--- config.mk ---
export PLATFORM = sky130hd
export DESIGN_NAME = ram_1w1r_sync
export DESIGN_NICKNAME = d
export VERILOG_FILES = /design/src/rtl/ram_1w1r_sync.sv
export SDC_FILE = /design/constraint.sdc
export NUM_CORES = 1
export LEC_CHECK = 0
export CAP_MARGIN = 30
export CORE_MARGIN = 4
export CORE_UTILIZATION = 55
export DETAILED_ROUTE_END_ITERATION = 6
export PLACE_DENSITY = 0.7
export SKIP_CTS_REPAIR_TIMING = 1
export SYNTH_ARGS = -nofsm -noshare
export SYNTH_HDL_FRONTEND = slang
export SYNTH_SLANG_ARGS = --single-unit
--- constraint.sdc ---
create_clock -name clk -period 4.55 [get_ports clk]
set_input_delay 0.91 -clock clk [delete_from_list [all_inputs] [get_ports clk]]
set_output_delay 0.91 -clock clk [all_outputs]
set_load 0.03 [all_outputs]
--- src/rtl/ram_1w1r_sync.sv ---
// Single-write, single-read synchronous RAM with per-lane write enables and a post-reset clear sweep.
// Optional macro RAM_1W1R_BYPASS_EN: same-address read/write returns the merged (new) word.
module ram_1w1r_sync #(
  parameter int WORDLENGTH = 32,
  parameter int LOG2_DEPTH = 4,
  parameter int LANE_WIDTH = 8
) (
  input  logic                                 clk,
  input  logic                                 rst_n,
  input  logic [LOG2_DEPTH-1:0]                IN_WADR,
  input  logic                                 IN_WEN,
  input  logic [WORDLENGTH/LANE_WIDTH-1:0]     IN_WBE,
  input  logic [WORDLENGTH-1:0]                IN_WDAT,
  input  logic [LOG2_DEPTH-1:0]                OUT_RADR,
  input  logic                                 OUT_REN,
  output logic [WORDLENGTH-1:0]                OUT_RDAT,
  output logic                                 OUT_RVALID,
  output logic                                 INIT_BUSY
);

  localparam int NLANES = WORDLENGTH / LANE_WIDTH;
  localparam int DEPTH  = 1 << LOG2_DEPTH;

  typedef enum logic {CLEAR, READY} state_t;

  state_t                  state, state_nxt;
  logic [LOG2_DEPTH-1:0]   cnt, cnt_nxt;
  logic [WORDLENGTH-1:0]   dbuf [DEPTH];
  logic [WORDLENGTH-1:0]   rd_word;

  always_ff @(posedge clk) begin
    if (!rst_n) begin
      state <= CLEAR;
      cnt   <= '0;
    end else begin
      state <= state_nxt;
      cnt   <= cnt_nxt;
    end
  end

  always_comb begin
    state_nxt = state;
    cnt_nxt   = cnt;
    if (state == CLEAR) begin
      cnt_nxt = cnt + 1'b1;
      if (cnt == '1)
        state_nxt = READY;
    end
  end

  assign INIT_BUSY = (state == CLEAR);

  // Storage has no reset of its own; the sweep defines its contents.
  always_ff @(posedge clk) begin
    if (rst_n) begin
      if (state == CLEAR) begin
        dbuf[cnt] <= '0;
      end else if (IN_WEN) begin
        for (int unsigned i = 0; i < NLANES; i++) begin
          if (IN_WBE[i])
            dbuf[IN_WADR][i*LANE_WIDTH +: LANE_WIDTH] <= IN_WDAT[i*LANE_WIDTH +: LANE_WIDTH];
        end
      end
    end
  end

`ifdef RAM_1W1R_BYPASS_EN
  always_comb begin
    rd_word = dbuf[OUT_RADR];
    if (IN_WEN && (IN_WADR == OUT_RADR)) begin
      for (int unsigned i = 0; i < NLANES; i++) begin
        if (IN_WBE[i])
          rd_word[i*LANE_WIDTH +: LANE_WIDTH] = IN_WDAT[i*LANE_WIDTH +: LANE_WIDTH];
      end
    end
  end
`else
  // Array read sees the pre-edge contents, so a colliding read returns the old word.
  assign rd_word = dbuf[OUT_RADR];
`endif

  always_ff @(posedge clk) begin
    if (!rst_n) begin
      OUT_RDAT   <= '0;
      OUT_RVALID <= 1'b0;
    end else if ((state == READY) && OUT_REN) begin
      OUT_RDAT   <= rd_word;
      OUT_RVALID <= 1'b1;
    end else begin
      OUT_RVALID <= 1'b0;
    end
  end

endmodule

==> results of run 1 <==
how the worst max path moves through the flow:
| stage | start | cells past startpoint | slack (ns) | end |
|---|---|---|---|---|
| 2_1_floorplan | IN_WBE[0] | 6 | 1.62 | dbuf[4][0] |
| 3_3_place_gp | IN_WEN | 5 | 0.76 | dbuf[7][1] |
| 3_5_place_dp | IN_WEN | 5 | 0.57 | dbuf[11][28] |
| 4_1_cts | IN_WEN | 5 | 1.19 | dbuf[11][26] |
| 5_1_grt | IN_WEN | 5 | 1.29 | dbuf[11][23] |
| 6_report | IN_WEN | 5 | 1.35 | dbuf[11][21] |
worst register-to-register path, delay by kind of cell, from the launching register on:
family	cells	cell delay, ns
AND/OR/NAND/NOR	3	1.44
flip-flops	1	0.68
multiplexers	1	0.59
Yosys cell counts:
cell type	number
buf_2	13
a221oi_1	31
nor4_1	1
nand4b_1	1
buf_12	1
buf_6	13
nand3_1	2
buf_4	6
and3_1	1
clkbuf_1	35
mux2i_2	4
o211a_1	1
xnor2_1	3
and2_1	37
a22oi_1	31
a21oi_1	1
nand2_1	50
dfxtp_1	38
mux2i_1	68
mux2i_4	1
nor3_1	64
nor2b_1	11
nor2_1	5
edfxtp_1	512
buf_1	3
inv_1	1
a2111oi_0	1
o21ai_0	31
ha_1	1
mux4_2	56
mux4_1	39
buf_8	1
a21boi_0	1
a221o_1	1
nand4_1	1
nor2_2	1
mux2_2	33
a21boi_1	1
logic make-up after synthesis:
kind of cell    synth area share
compound gates            0.0328
xor+xnor                 0.00122
fa+ha+maj               0.000579
buf+inv                   0.0203
flops                      0.747
mux                        0.158
simple gates              0.0403
sequential cells by signal (all words and copies together) (netlist names):
signal,cells
dbuf,512
OUT_RDAT,32
cnt,4
OUT_RVALID,1
state,1
per-layer routing:
layer / up-vias / part of all wire / global-route usage
met1: 5593 / 0.41 / 0.323
met4: 0 / 0.027 / 0.0692
met5: - / 0 / 0
met2: 490 / 0.48 / 0.343
li1: 4841 / - / -
met3: 70 / 0.088 / 0.0527
through the flow:
step                      setup WS (ns)  area (um^2)   util  hold WS, ns
after CTS                          1.19        25200  0.650        0.498
final                              1.35        25200  0.652        0.489
after global routing               1.29        25200  0.652        0.526
after floorplan                    1.62        21600      -        0.513
after detailed placement          0.575        23300  0.602        0.480
after global placement            0.755        23200  0.600        0.475
cell type report:
type | instances | area (um^2) | area share
clock buffers | 67 | 1450 | 0.0575
clock inverters | 32 | 418 | 0.0166
inverters | 1 | 3.75 | 0.000149
multi-input cells | 478 | 5050 | 0.200
flip-flops and latches | 550 | 16100 | 0.639
well taps | 518 | 648 | 0.0257
repair buffers | 178 | 1540 | 0.0609
power by group:
part / switching [mW] / internal [mW]
clock: 1.80 / 2.82
combinational: 0.224 / 0.185
sequential: 0.0164 / 5.50
==> results.md, run 1 <==
* PwrDens at 418 mW/mm^2
* Post-DR wirelength/cell at 25.7 um
* DP HPWL at 28800 um
* Post-synth top area cell: edfxtp_1
* Die W at 206 um
* Total power at 10.6 mW
* Clk_lat worst skew at 0.58 ns
* FP Rows at 72
* Nets at 1311
* R2r worst-path depth at 4
* Antenna viol nets, final at 0
* Clk slew on worst S/H paths at 0.06 ns
* Reg-to-reg endpoint: dbuf[11][21]
* Layout cell share with drive strength beyond 1 at 0.214
* Cell family with most CP delay: simple AND/OR/NAND/NOR gates
* First-pass GRT wire length at 70200 um
* Initial DRC Count at 997
* Worst Path Max Fanout at 16
* Tcrit/Tclk final at 0.704
* Crit-path cells: clkdlybuf4s50_1, nand3_1, nor2_4, mux2_2, nor3_1
* Register area share after synthesis at 0.747
* CTS sink count at 550
* # fillers at 2557
* Setup Skew at 0.0173 ns
* Worst Setup Start Kind: input pin
* Drt first pass iters at 5
* Num CTS Buffers at 53
* Commonest non-fill, non-tap cell in the layout: edfxtp_1
* Ports at 82
* CP endpoint kind: register
* Final hold violation count at 0
* Clk buf depth at 3
* Syn Area/Cell at roughly 20 um^2
* Synth cell types at 38
* Cells after synthesis at approximately 1100
* Largest stage delay, worst path at 0.88 ns
* Core area at 0.0387 mm^2
* Initial antenna violation count at 0
* Worst Hold Class: reg2reg
* Die Area at 0.0425 mm^2
* Buffers added on ports at 81
* Vias at 10994
* CP bufs+invs at 1
* Dpl cells at between 1500 and 2000
* Worst Tran Pin Value at about 1 ns
* Max_cap viols at 0
* Sum Neg Setup Slack at 0 ns
* Vias in the first global route at between 10000 and 15000
* Synth top area share at 0.712
* Fin. max-slew vios at 0
* Hold path start: OUT_RDAT[27]
* Worst vdd ir at 0.305 mV
* Synth warnings at 0
* Clock Tree Root: clkbuf_16
* Count of final setup violators at 0
* Commonest non-fill, non-tap cells in the layout: edfxtp_1, clkdlybuf4s50_1, buf_4, mux2i_1, nor3_1
* Post-layout min period at around 3.2 ns
* Final GP Congestion at 0.797
* Largest net degree at the start of global routing at 65
* WP data arrival at 3.40 ns
* Worst R2R Start: state
* RSZ-0062 raised after global routing: no
* Net Count, Synth at between 1000 and 1500
* Starting Density at 0.558
* ANT cells at 0
* Global-route congestion overflow total at 0
* Slowest-stage cell, CP: nor3_1
* Leak at approximately 9.5 nW
* Synth top area cells: edfxtp_1, mux4_2, mux4_1, dfxtp_1, mux2i_1
* GRT Util Overall at 0.223
* Status: complete, no violations
* Seq cells post-synth at 550
* Reg2Reg Setup Slack at 1.46 ns
* Hold Crit Depth at 2
* WS Path Type: in2reg
* WL final at 46800 um
* DR vias/cell at ~6.0
* Synth-to-Final Area Change at 16.8%
* DRC viols at 0
* Post-route insts no fill at 1824
* Mapped Area at 0.0216 mm^2
* TritonCTS clock tree: built
* Fmax achieved at 0.312 GHz
* Overall die height at 206 um
* Crit path required time at 4.75 ns
* H-Tree Depth at 2
* Max-slew headroom at 0.321
* Hold worst-path end: OUT_RDAT[27]
No activity file was read; power rests on OpenSTA's default activity.
==> inputs of run 2 (changes only) <==
--- a/config.mk
+++ b/config.mk
@@ -9,7 +9,7 @@
 export CORE_MARGIN = 4
 export CORE_UTILIZATION = 55
 export DETAILED_ROUTE_END_ITERATION = 6
-export PLACE_DENSITY = 0.7
+export PLACE_DENSITY = 0.73
 export SKIP_CTS_REPAIR_TIMING = 1
 export SYNTH_ARGS = -nofsm -noshare
 export SYNTH_HDL_FRONTEND = slang
==> constraint.sdc (replaced) <==
create_clock -name clk -period 2.7 [get_ports clk]
set_input_delay 0.54 -clock clk [delete_from_list [all_inputs] [get_ports clk]]
set_output_delay 0.54 -clock clk [all_outputs]
set_load 0.03 [all_outputs]
==> run 2 against run 1 <==
  * Count of clock-buffer cells in the layout fell by 4
  * Clock power rose by 62%
  * Routed wire length fell by 0.15%
==> results.md, run 2 (synthesis results as in run 1) <==
* Biggest regs: dbuf (512), OUT_RDAT (32), cnt (4)
* # fillers at 2477 (-3.1%)
* Leak at 9.72 nW (+2.5%)
* Initial DRC Count at 1076 (+7.9%)
* Sum Neg Setup Slack at 0 ns (unchanged)
* Vias at 11241 (+2.2%)
* DP Area at 0.0239 mm^2 (+2.4%)
* Hold path start: OUT_RDAT[21]
* Total power at 17.6 mW (+66%)
* Buffers added on ports at 81 (unchanged)
* WL final at 46700 um (-0.15%)
* Worst R2R Start: state
* Most flop-heavy register: dbuf
* Final hold violation count at 0 (unchanged)
* Overall die height at 206 um (unchanged)
* First-pass GRT wire length at 70500 um (+0.48%)
* Global-route congestion overflow total at 0 (unchanged)
* Max_cap viols at 0 (unchanged)
* WP data arrival at 2.85 ns (-0.55 ns)
* Crit path required time at 3.04 ns (-1.71 ns)
* Die Area at 0.0425 mm^2 (unchanged)
* Clk_lat worst skew at 0.58 ns (about the same)
* DR vias/cell at 6.02 (-0.16%)
* Final Hold Slack at 0.485 ns (-0.00435 ns)
* Synth-to-Final Area Change at 18.7%
* Worst Hold Class: reg2reg
* DRC viols at 0 (unchanged)
* Vias in the first global route at 11330 (+1.9%)
* Clk slew on worst S/H paths at 0.06 ns (about the same)
* Final setup margin at 0.193 ns (-1.15 ns)
* Fmax achieved at ~0.4 GHz
* Starting Density at 0.558 (unchanged)
* Max-slew headroom at 0.323 (+0.00256)
* Final GP Congestion at 0.786 (-1.4%)
* Tcrit/Tclk final at 0.929
* Drt first pass iters at 5 (unchanged)
* Post-layout min period at 2.51 ns
* Largest net degree at the start of global routing at 41 (-37%)
* Worst vdd ir at 0.496 mV (+63%)
* Crit path launch: IN_WBE[0]
* WS Path Type: in2reg
* Die W at 206 um (unchanged)
* Nets at 1357 (+3.5%)
* Initial antenna violation count at 1 (+1)
* FF/Latch Area at 0.0161 mm^2 (unchanged)
* Count of final setup violators at 0 (unchanged)
* TritonCTS clock tree: built
* PwrDens at 685 mW/mm^2 (+64%)
* Pre-CTS setup slack at -0.343 ns (-0.918 ns)
* Post-DR wirelength/cell at 25.0 um (-2.5%)
* Num CTS Buffers at 53 (unchanged)
* Status: complete, no violations
* Antenna viol nets, final at 0 (unchanged)
* CTS sink count at 550 (unchanged)
* GRT Util Overall at 0.223 (+0.000257)
* Fin. max-slew vios at 0 (unchanged)
* Core area at 0.0387 mm^2 (unchanged)
* DP HPWL at 29100 um (+0.88%)
* Layout cell share with drive strength beyond 1 at 0.238 (+0.0234)
* Largest register FFs at 512 (unchanged)
* Commonest non-fill, non-tap cell in the layout: edfxtp_1
* RSZ-0062 raised after global routing: no
* FP Rows at 72 (unchanged)
* Clk buf depth at 3 (unchanged)
* Fin area at 0.0257 mm^2 (+1.6%)
* Area occupied by multi-input gates at 0.00505 mm^2 (unchanged)
* Ports at 82 (unchanged)
* Worst Path Max Fanout at 16 (unchanged)
* ANT cells at 0 (unchanged)
* CP endpoint kind: register
* Commonest non-fill, non-tap cells in the layout: edfxtp_1, buf_4, clkdlybuf4s50_1, mux2i_1, nor3_1
* H-Tree Depth at 2 (unchanged)
* Setup Skew at 0.0185 ns (+0.00122 ns)
* Worst Setup Start Kind: input pin
* Worst Tran Pin Value at 0.995 ns (-0.0158 ns)
* Clock Tree Root: clkbuf_16
## run 2: cell type report
class | count | share of cell area
Sequential cell | 550 | 0.629
Multi-Input combinational cell | 478 | 0.197
Timing Repair Buffer | 224 | 0.0792
Clock buffer | 63 | 0.0552
Tap cell | 518 | 0.0253
Clock inverter | 34 | 0.0143
Inverter | 1 | 0.000146
## run 2: worst max-delay path, stage by stage
cell             delay (ns)
clkdlybuf4s50_1        0.43
nor4_1                 0.48
nor2_4                 0.17
mux2i_2                0.83
nor3_1                 0.16
buf_4                  0.23
## run 2: power by group
part	leakage (nW)	switching (mW)	internal (mW)
logic	3.09	0.389	0.354
registers	5.75	0.0280	9.28
clock network	0.869	3.03	4.49
total	9.72	3.45	14.1
## run 2: final timing paths
kind                        to  slack, ns  cells after the start
setup reg to reg   dbuf[5][26]       0.43                      5
hold reg to reg   OUT_RDAT[21]       0.48                      2
setup / recovery   dbuf[5][26]       0.19                      6
hold / removal    OUT_RDAT[21]       0.48                      2
## run 2: metrics by stage
step                       util  cells
after detailed placement  0.616   1771
after CTS                 0.662   1868
after global routing      0.662   1868
after global placement    0.616   1771
final                     0.662   1868
after floorplan               -   1101
## run 2: layer usage
layer	part of all wire	global-route usage
met1	0.42	0.332
met3	0.073	0.0333
met2	0.49	0.352
met5	0.00015	0
met4	0.021	0.0632
==> inputs of run 3 (changes only) <==
--- a/config.mk
+++ b/config.mk
@@ -6,11 +6,13 @@
 export NUM_CORES = 1
 export LEC_CHECK = 0
 export CAP_MARGIN = 30
+export CORE_ASPECT_RATIO = 0.8
 export CORE_MARGIN = 4
 export CORE_UTILIZATION = 55
 export DETAILED_ROUTE_END_ITERATION = 6
 export PLACE_DENSITY = 0.73
 export SKIP_CTS_REPAIR_TIMING = 1
+export SKIP_LAST_GASP = 1
 export SYNTH_ARGS = -nofsm -noshare
 export SYNTH_HDL_FRONTEND = slang
 export SYNTH_SLANG_ARGS = --single-unit
==> run 3 against run 2 <==
  * The run now ends with design-rule violations left
  * Fmax fell by 3.5%
  * Combinational power increased by 3.9%
  * Total power decreased by 1.4%
  * First-iteration DRC count rose by 22%
  * Flip-flop and latch count unchanged
  * Via count up 0.86%
  * Critical endpoint is now dbuf[3][2]
==> results.md, run 3 (synthesis results as in run 1) <==
* Worst Path Max Fanout at 16 (unchanged)
* Crit path top cell by count: buf_4
* Overall die height at 185 um (-10%)
* Worst R2R Start: state
* Max-slew headroom at 0.494 (+0.171)
* Die Area at 0.0425 mm^2 (about the same)
* Fin area at 0.0257 mm^2 (about the same)
* Worst vdd ir at 0.533 mV (+7.4%)
* Fin. max-slew vios at 0 (unchanged)
* CP endpoint kind: register
* Commonest non-fill, non-tap cells in the layout: edfxtp_1, buf_4, clkdlybuf4s50_1, mux2i_1, nor3_1
* Layout cell share with drive strength beyond 1 at 0.235 (-0.00270)
* NetSw at 3.45 mW (+0.19%)
* Clock network fraction of total power at 0.418 (-0.010)
* Dpl cells at 1774 (+0.17%)
* Worst Setup Start Kind: input pin
* WS Path Type: in2reg
* Drt first pass iters at 7 (+2)
* Die W at 230 um (+11%)
* Tcrit/Tclk final at 0.962 (+0.0334)
* FP Rows at 64 (-11%)
* Most flop-heavy register: dbuf
* Worst Tran Pin Value at 0.759 ns (-0.237 ns)
* Count of final setup violators at 0 (unchanged)
* Pre-CTS setup slack at -0.522 ns (-0.179 ns)
* Buffers added on ports at 81 (unchanged)
* Nets at 1348 (-0.66%)
* DRC viols at 14 (+14)
* Synth-to-Final Area Change at 18.8% (about the same)
* Post-layout min period at 2.60 ns (+0.0902 ns)
* Combinational power share at 0.045 (+0.003)
* Initial DRC Count at 1311 (+22%)
* Core area at 0.0385 mm^2 (-0.57%)
* RSZ-0062 raised after global routing: no
* Largest stage delay, worst path at 0.62 ns (-0.21 ns)
* Largest net degree at the start of global routing at 41 (unchanged)
* Ports at 82 (unchanged)
* Worst Hold Class: reg2reg
* Commonest non-fill, non-tap cell in the layout: edfxtp_1
* Sum Neg Setup Slack at 0 ns (unchanged)
* Clk buf depth at 3 (unchanged)
* Clock Tree Root: clkbuf_16
* Max_cap viols at 0 (unchanged)
* Num CTS Buffers at 51 (-3.8%)
* Post-route insts no fill at 1868 (unchanged)
* CTS sink count at 550 (unchanged)
* TritonCTS clock tree: built
* CP bufs+invs at 3 (+1)
* H-Tree Depth at 2 (unchanged)
* # fillers at 2480 (+0.12%)
* Biggest regs: dbuf (512), OUT_RDAT (32), cnt (4)
* Clk_lat worst skew at 0.57 ns (about the same)
* WP data arrival at 2.87 ns (+0.02 ns)
* Crit path required time at 2.97 ns (-0.07 ns)
* WL final at 48500 um (+3.8%)
* Status: finished, violations left
* Vias in the first global route at 11548 (+1.9%)
* First-pass GRT wire length at 73300 um (+3.9%)
* Final setup margin at 0.102 ns (-0.0902 ns)
* GRT Util Overall at 0.231 (+0.00802)
* Switching Share at 0.199 (+0.00322)
* Slowest-stage cell, CP: clkdlybuf4s50_1
* Post-DR wirelength/cell at 26.0 um (+3.8%)
* Initial antenna violation count at 0 (-1)
* Hold path start: OUT_RDAT[26]
* Final GP Congestion at 0.811 (+3.2%)
* Violated checks: design-rule violations
* Largest register FFs at 512 (unchanged)
* Clk slew on worst S/H paths at 0.06 ns (about the same)
* Fmax achieved at 0.385 GHz (-3.5%)
* PwrDens at 675 mW/mm^2 (-1.4%)
* DR vias/cell at 6.07 (+0.86%)
* Pint at 13.9 mW (-1.8%)
* Setup Skew at 0.0127 ns (-0.00582 ns)
* DP HPWL at 31300 um (+7.7%)
* Final hold violation count at 0 (unchanged)
* Cell family with most CP delay: buffers and inverters
* DP Area at 0.0239 mm^2 (+0.33%)
* Antenna viol nets, final at 0 (unchanged)
* Leak at 9.66 nW (-0.62%)
* Share of power burned in registers at 0.537 (+0.007)
* Vias at 11338 (+0.86%)
* Global-route congestion overflow total at 0 (unchanged)
* Crit path launch: rst_n
* Starting Density at 0.561 (+0.00319)
* Crit-path cells: clkdlybuf4s50_1, nand3_1, nor2_4, buf_4, mux2_2, nor3_1, buf_4
* ANT cells at 0 (unchanged)
## run 3: changes by cell type in the layout (fill, tap and decap cells not counted)
cell / delta
buf_4: -20
buf_12: +10
clkinv_1: -10
clkbuf_1: +8
clkbuf_8: +4
buf_2: +3
bufinv_16: -3
clkinv_2: -3
clkbuf_16: -2
clkinv_4: +2
clkinvlp_4: +2
nor3_1: -2
nor3_2: +2
inv_6: -1
## run 3: worst reg2reg max path, cell delays in order (launching register included)
cell,delay (ns)
dfxtp_1,0.32
nand3_1,0.11
nor2_4,0.21
buf_4,0.33
mux2_2,0.54
nor3_1,0.24
buf_4,0.21
## run 3: metrics by stage
step                power (mW)   util  hold slack [ns]
floorplan                 9.92      -            0.513
global route              17.8  0.666            0.530
finish                    17.3  0.666            0.490
CTS                       17.4  0.666            0.493
global placement          10.2  0.621            0.472
detailed placement        10.2  0.622            0.478
## run 3: path summary, 6_finish.rpt
check                 endpoint  slack, ns  cells past startpoint
setup / recovery    dbuf[3][2]       0.10                      7
setup reg to reg    dbuf[3][2]       0.44                      6
hold reg to reg   OUT_RDAT[26]       0.49                      2
hold / removal    OUT_RDAT[26]       0.49                      2
## run 3: per-layer routing
layer	routed length, um	global-route usage
met3	4140	0.0484
met4	1070	0.0623
met1	21100	0.353
met5	0	0
met2	22200	0.346
## run 3: cell type report
| class | instances | area (um^2) | share of cell area |
|---|---|---|---|
| flip-flops and latches | 550 | 16100 | 0.629 |
| multi-input cells | 478 | 5060 | 0.197 |
| repair buffers | 217 | 2100 | 0.0817 |
| clock buffers | 73 | 1450 | 0.0566 |
| well taps | 528 | 661 | 0.0257 |
| clock inverters | 21 | 248 | 0.00966 |
| inverters | 1 | 3.75 | 0.000146 |
## run 3: power by group through the flow
stage / sequential [mW] / combinational [mW] / clock, mW
6_report: 9.30 / 0.772 / 7.25
5_1_grt: 9.30 / 0.815 / 7.73
4_1_cts: 9.30 / 0.771 / 7.34
3_5_place_dp: 9.48 / 0.765 / 0
3_3_place_gp: 9.48 / 0.761 / 0
2_1_floorplan: 9.47 / 0.443 / 0
